==> src/rtl/ef_tmr32_pkg.sv <==
// Shared types for the TMR32 fault-conditioning path.
package ef_tmr32_pkg;

    localparam int ST_W = 2;

    typedef enum logic [ST_W-1:0] {
        ST_IDLE  = 2'd0,
        ST_QUAL  = 2'd1,
        ST_FAULT = 2'd2
    } flt_state_e;

endpackage

==> src/rtl/ef_tmr32_sync.sv <==
// N-stage synchronizer for an asynchronous level; clears to 0 on reset.
module ef_tmr32_sync #(
    parameter int STAGES = 2
) (
    input  logic clk,
    input  logic rst,
    input  logic d_i,
    output logic q_o
);

    logic [STAGES-1:0] sync_q;

    always_ff @(posedge clk) begin
        if (rst) begin
            sync_q <= '0;
        end else begin
            sync_q <= {sync_q[STAGES-2:0], d_i};
        end
    end

    assign q_o = sync_q[STAGES-1];

endmodule

==> src/rtl/ef_tmr32_fault_cond.sv <==
// Fault pin conditioner: polarity fix, synchronizer, length filter, latch/cbc exit,
// software force, and a saturating count of fault entries.
module ef_tmr32_fault_cond
    import ef_tmr32_pkg::*;
#(
    parameter int SYNC_STAGES = 2,
    parameter int FLT_CW      = 8,
    parameter int EVT_CW      = 16
) (
    input  logic              clk,
    input  logic              rst,
    input  logic              flt_in,
    input  logic              flt_pol,
    input  logic              flt_en,
    input  logic [FLT_CW-1:0] flt_len,
    input  logic              flt_latch,
    input  logic              flt_sw,
    input  logic              flt_clr,
    input  logic              evt_clr,
    output logic              pwm_fault,
    output logic              flt_act,
    output logic [ST_W-1:0]   flt_state,
    output logic [EVT_CW-1:0] evt_cnt
);

    logic              act_raw;
    flt_state_e        state_q, state_d;
    logic [FLT_CW-1:0] qcnt_q, qcnt_d;
    logic [EVT_CW-1:0] evt_q, evt_d;
    logic              pwm_q;

    // Polarity is folded in before synchronizing so flt_act is always active-high.
    assign act_raw = ~(flt_in ^ flt_pol);

    ef_tmr32_sync #(
        .STAGES(SYNC_STAGES)
    ) u_sync (
        .clk(clk),
        .rst(rst),
        .d_i(act_raw),
        .q_o(flt_act)
    );

    always_comb begin
        state_d = state_q;
        qcnt_d  = qcnt_q;
        if (flt_sw) begin
            state_d = ST_FAULT;
            qcnt_d  = '0;
        end else if (!flt_en) begin
            state_d = ST_IDLE;
            qcnt_d  = '0;
        end else begin
            case (state_q)
                ST_IDLE: begin
                    if (flt_act) begin
                        if (flt_len == '0) begin
                            state_d = ST_FAULT;
                        end else begin
                            state_d = ST_QUAL;
                            qcnt_d  = FLT_CW'(1);
                        end
                    end
                end
                ST_QUAL: begin
                    if (!flt_act) begin
                        state_d = ST_IDLE;
                        qcnt_d  = '0;
                    end else if (qcnt_q >= flt_len) begin
                        state_d = ST_FAULT;
                        qcnt_d  = '0;
                    end else if (qcnt_q != '1) begin
                        qcnt_d = qcnt_q + 1'b1;
                    end
                end
                ST_FAULT: begin
                    // Latched mode only releases on an explicit clear once the pin is quiet.
                    if (!flt_act && (!flt_latch || flt_clr)) begin
                        state_d = ST_IDLE;
                    end
                end
                default: begin
                    state_d = ST_IDLE;
                    qcnt_d  = '0;
                end
            endcase
        end
    end

    always_comb begin
        evt_d = evt_q;
        if (evt_clr) begin
            evt_d = '0;
        end else if (state_d == ST_FAULT && state_q != ST_FAULT && evt_q != '1) begin
            evt_d = evt_q + 1'b1;
        end
    end

    always_ff @(posedge clk) begin
        if (rst) begin
            state_q <= ST_IDLE;
            qcnt_q  <= '0;
            evt_q   <= '0;
            pwm_q   <= 1'b0;
        end else begin
            state_q <= state_d;
            qcnt_q  <= qcnt_d;
            evt_q   <= evt_d;
            pwm_q   <= (state_d == ST_FAULT);
        end
    end

    assign pwm_fault = pwm_q;
    assign flt_state = state_q;
    assign evt_cnt   = evt_q;

endmodule
==> config.mk <==
export PLATFORM = sky130hd
export DESIGN_NAME = ef_tmr32_fault_cond
export DESIGN_NICKNAME = d
export VERILOG_FILES = /design/src/rtl/ef_tmr32_pkg.sv /design/src/rtl/ef_tmr32_sync.sv /design/src/rtl/ef_tmr32_fault_cond.sv
export SDC_FILE = /design/constraint.sdc
export NUM_CORES = 1
export LEC_CHECK = 0
export CAP_MARGIN = 20
export CORE_AREA = 2 2 50 87
export CTS_CLUSTER_SIZE = 16
export DETAILED_ROUTE_END_ITERATION = 6
export DIE_AREA = 0 0 52 89
export PLACE_DENSITY_LB_ADDON = 0.2
export SLEW_MARGIN = 20
export SYNTH_ARGS = -nofsm -noshare
export SYNTH_HDL_FRONTEND = slang
export SYNTH_SLANG_ARGS = --single-unit
==> constraint.sdc <==
create_clock -name clk -period 2.15 [get_ports clk]
set_input_delay 0.215 -clock clk [delete_from_list [all_inputs] [get_ports clk]]
set_output_delay 0.215 -clock clk [all_outputs]
set_load 0.005 [all_outputs]
==> impl_metrics.tcl <==
set metrics [dict create \
    gp_congestion 0.7887 \
    hold_viol 0 \
    grt_max_degree 14 \
    post-route-period-util_pct 96.27 \
    grt_pass1_vias 1908 \
    grt_pass1_wl_mm 8.079 \
    postLayoutSetupSlackWorst_ns 0.08016 \
    dr.pass1.iters 4 \
    multiInputGateArea_um2 1205 \
    numCtsBuffers 5 \
    regArea_um2 588.1 \
    worstMarginPinSlew_ns 0.5169 \
    cts-root-buf "clkbuf_8" \
    io_buffers 36 \
    critPathMaxFanout 6 \
    synth_top_cell_area_share_pct 33.55 \
    routedWlPerCell_um 15.22 \
    cpPeakStageDelay_ns 0.34 \
    via_count 1953 \
    synth_area_leaders "dfxtp_1 34%, ha_1 7.2%, or3_1 6.9%" \
    antennaDiodeCount 0 \
    grt_use_total_pct 23.43 \
    irDropWorstVdd_v 0.0004207 \
    drt_iter0_markers 32 \
    finClkSkew_ns 0.005656 \
    syn-instance-count 216 \
    fmax_ghz 0.4831 \
    synthesis.nets 243 \
    cts_tree "built" \
    crit_path_cell_trace "ha_2, nand4_1, a221oi_2, a221oi_2, clkbuf_16, buf_8, buf_6, or3_1, a21oi_1" \
    syn_avg_cell_area_um2 8.011 \
    overflow 0 \
    end_kind "register" \
    core_area_um2 3866 \
    worst_path_max_delay_cell "dfxtp_2" \
    hp-class "register to register" \
    min_period_ns 2.070 \
    most-common-layout-cells "33 x buf_4, 28 x clkdlybuf4s50_1, 25 x dfxtp_1" \
    cts_sinks 29 \
    die_h_um 89 \
    fill_cells 315 \
    route.detailed.drc 0 \
    syn-cell-area_um2 1730 \
    yosys.area.top_type "dfxtp_1" \
    num_rows 30 \
    crit_type "register to register" \
    relSlewSlack_pct 65.47 \
    final_common_cell "buf_4" \
    crit_path_start_kind "register" \
    final_net_count 317 \
    synth_warnings 0 \
    path_clk_slew_ns 0.06 \
    required_ns 2.36 \
    outcome "completed" \
    die-area_um2 4628 \
    arrival_ns 2.28 \
    finalSetupViolCount 0 \
    wirelength_mm 5.144 \
    p_leak_uw 0.0009627 \
    antenna_found_initial 0 \
    ys_seq_elements 29 \
    ant_nets 0 \
    crit_path_frequent_cell "a221oi_2" \
    tns_ns 0 \
    final_max_slew_viol_count 0 \
    pre_cts_ws_ns -0.4138 \
    power_density_nw_per_um2 433.7 \
    cap_viol_max_count 0 \
    yosysUniqueCellTypes 42 \
    ios 37 \
    cts_buffer_depth 2 \
    rsz0062_at_grt "yes" \
    cts_htree_levels 2 \
    area_growth_pct 54.81 \
    seq_area_frac_synth_pct 33.55 \
    clk_latency_ns 0.28 \
    die_x_um 52 \
    final_layout_size_suffix_gt1_share_pct 26.90 \
    dp_hpwl_mm 3.753 \
    start_util_pct 44.76 \
    viasPerCell 5.778 \
    holdBufCountCts 0 \
]
layout make-up:
type	count	area share (%)
well taps	48	2.242
flip-flops and latches	29	21.95
inverters	13	1.822
multi-input cells	167	44.98
clock buffers	7	3.223
repair buffers	74	25.78
worst max-delay path, delay by kind of cell, from the launching register on:
kind	cells	cell delay, ns
compound gates	3	0.49
fa+ha+maj	1	0.31
buf+inv	3	0.41
flops	1	0.34
simple gates	2	0.45
cells by family after synthesis:
| group | Yosys count | share of synthesized area [%] |
|---|---|---|
| simple gates | 94 | 31.96 |
| compound gates | 60 | 21.04 |
| flops | 29 | 33.55 |
| buf+inv | 20 | 4.628 |
| fa+ha+maj | 10 | 7.231 |
| xor+xnor | 2 | 1.012 |
| mux | 1 | 0.5785 |
power by group:
| part | switching [uW] | internal (uW) |
|---|---|---|
| Clock | 194 | 253 |
| Sequential | 4.95 | 543 |
| Combinational | 77.2 | 90.1 |
synth_stat cells:
library cell / n
dfxtp_1: 29
o21ai_0: 20
a21oi_1: 19
or3_1: 19
inv_1: 13
nand2_1: 12
nand3_1: 11
ha_1: 10
nor2_1: 10
nand4_1: 9
or4_1: 9
o31ai_1: 6
buf_2: 4
nor3_1: 4
or2_2: 4
clkbuf_1: 3
nor4_1: 3
o211ai_1: 3
and2_1: 2
nor2b_1: 2
o21a_1: 2
xor2_1: 2
a211o_1: 1
a211oi_1: 1
a21boi_1: 1
a221oi_1: 1
a221oi_2: 1
a22oi_1: 1
a31oi_1: 1
and3_1: 1
and4b_1: 1
mux2i_1: 1
nand3_2: 1
nand3b_1: 1
nor3_2: 1
nor4bb_1: 1
o21bai_1: 1
o31a_1: 1
o41ai_1: 1
or3b_2: 1
or4_4: 1
or4b_2: 1
flip-flops by register name, indices dropped and copies added, names as in the netlist:
signal / cells
evt_cnt: 16
qcnt_q: 8
flt_state: 2
u_sync.sync_q: 2
pwm_fault: 1
repair_timing:
item	CTS	global route
resized for setup	23	25
gates cloned	1	1
hold endpoints to repair	0	0
endpoints found under the setup margin	12	19
pin swaps	12	11
setup buffers	3	0
routing by layer:
metal,up-vias,track usage (%),part of all wire (%)
li1,966,-,-
met1,938,19.86,35
met2,37,48.91,59
met3,12,3.177,2.9
met4,0,12.44,2.9
met5,-,0,0
stage by stage:
stage	hold slack, ns	total power [uW]	cell area, um2	cells	util [%]
after floorplan	0.2866	616.1	1737	216	-
after global placement	0.4191	695.7	2386	326	61.72
after detailed placement	0.4239	697.1	2386	326	61.72
after CTS	0.4350	1165	2562	337	66.28
after global routing	0.4498	1211	2679	338	69.29
final	0.4309	1162	2679	338	69.29
path summary, 6_finish.rpt:
check / endpoint / slack [ns] / start / depth (start not counted)
worst max register to register: evt_cnt[7] / 0.08 / qcnt_q[4] / 9
worst min-delay path: u_sync.sync_q[1] / 0.43 / u_sync.sync_q[0] / 1
worst max-delay path: evt_cnt[7] / 0.08 / qcnt_q[4] / 9
worst min register to register: u_sync.sync_q[1] / 0.43 / u_sync.sync_q[0] / 1
Note: power is estimated with default switching activity, not from simulation.
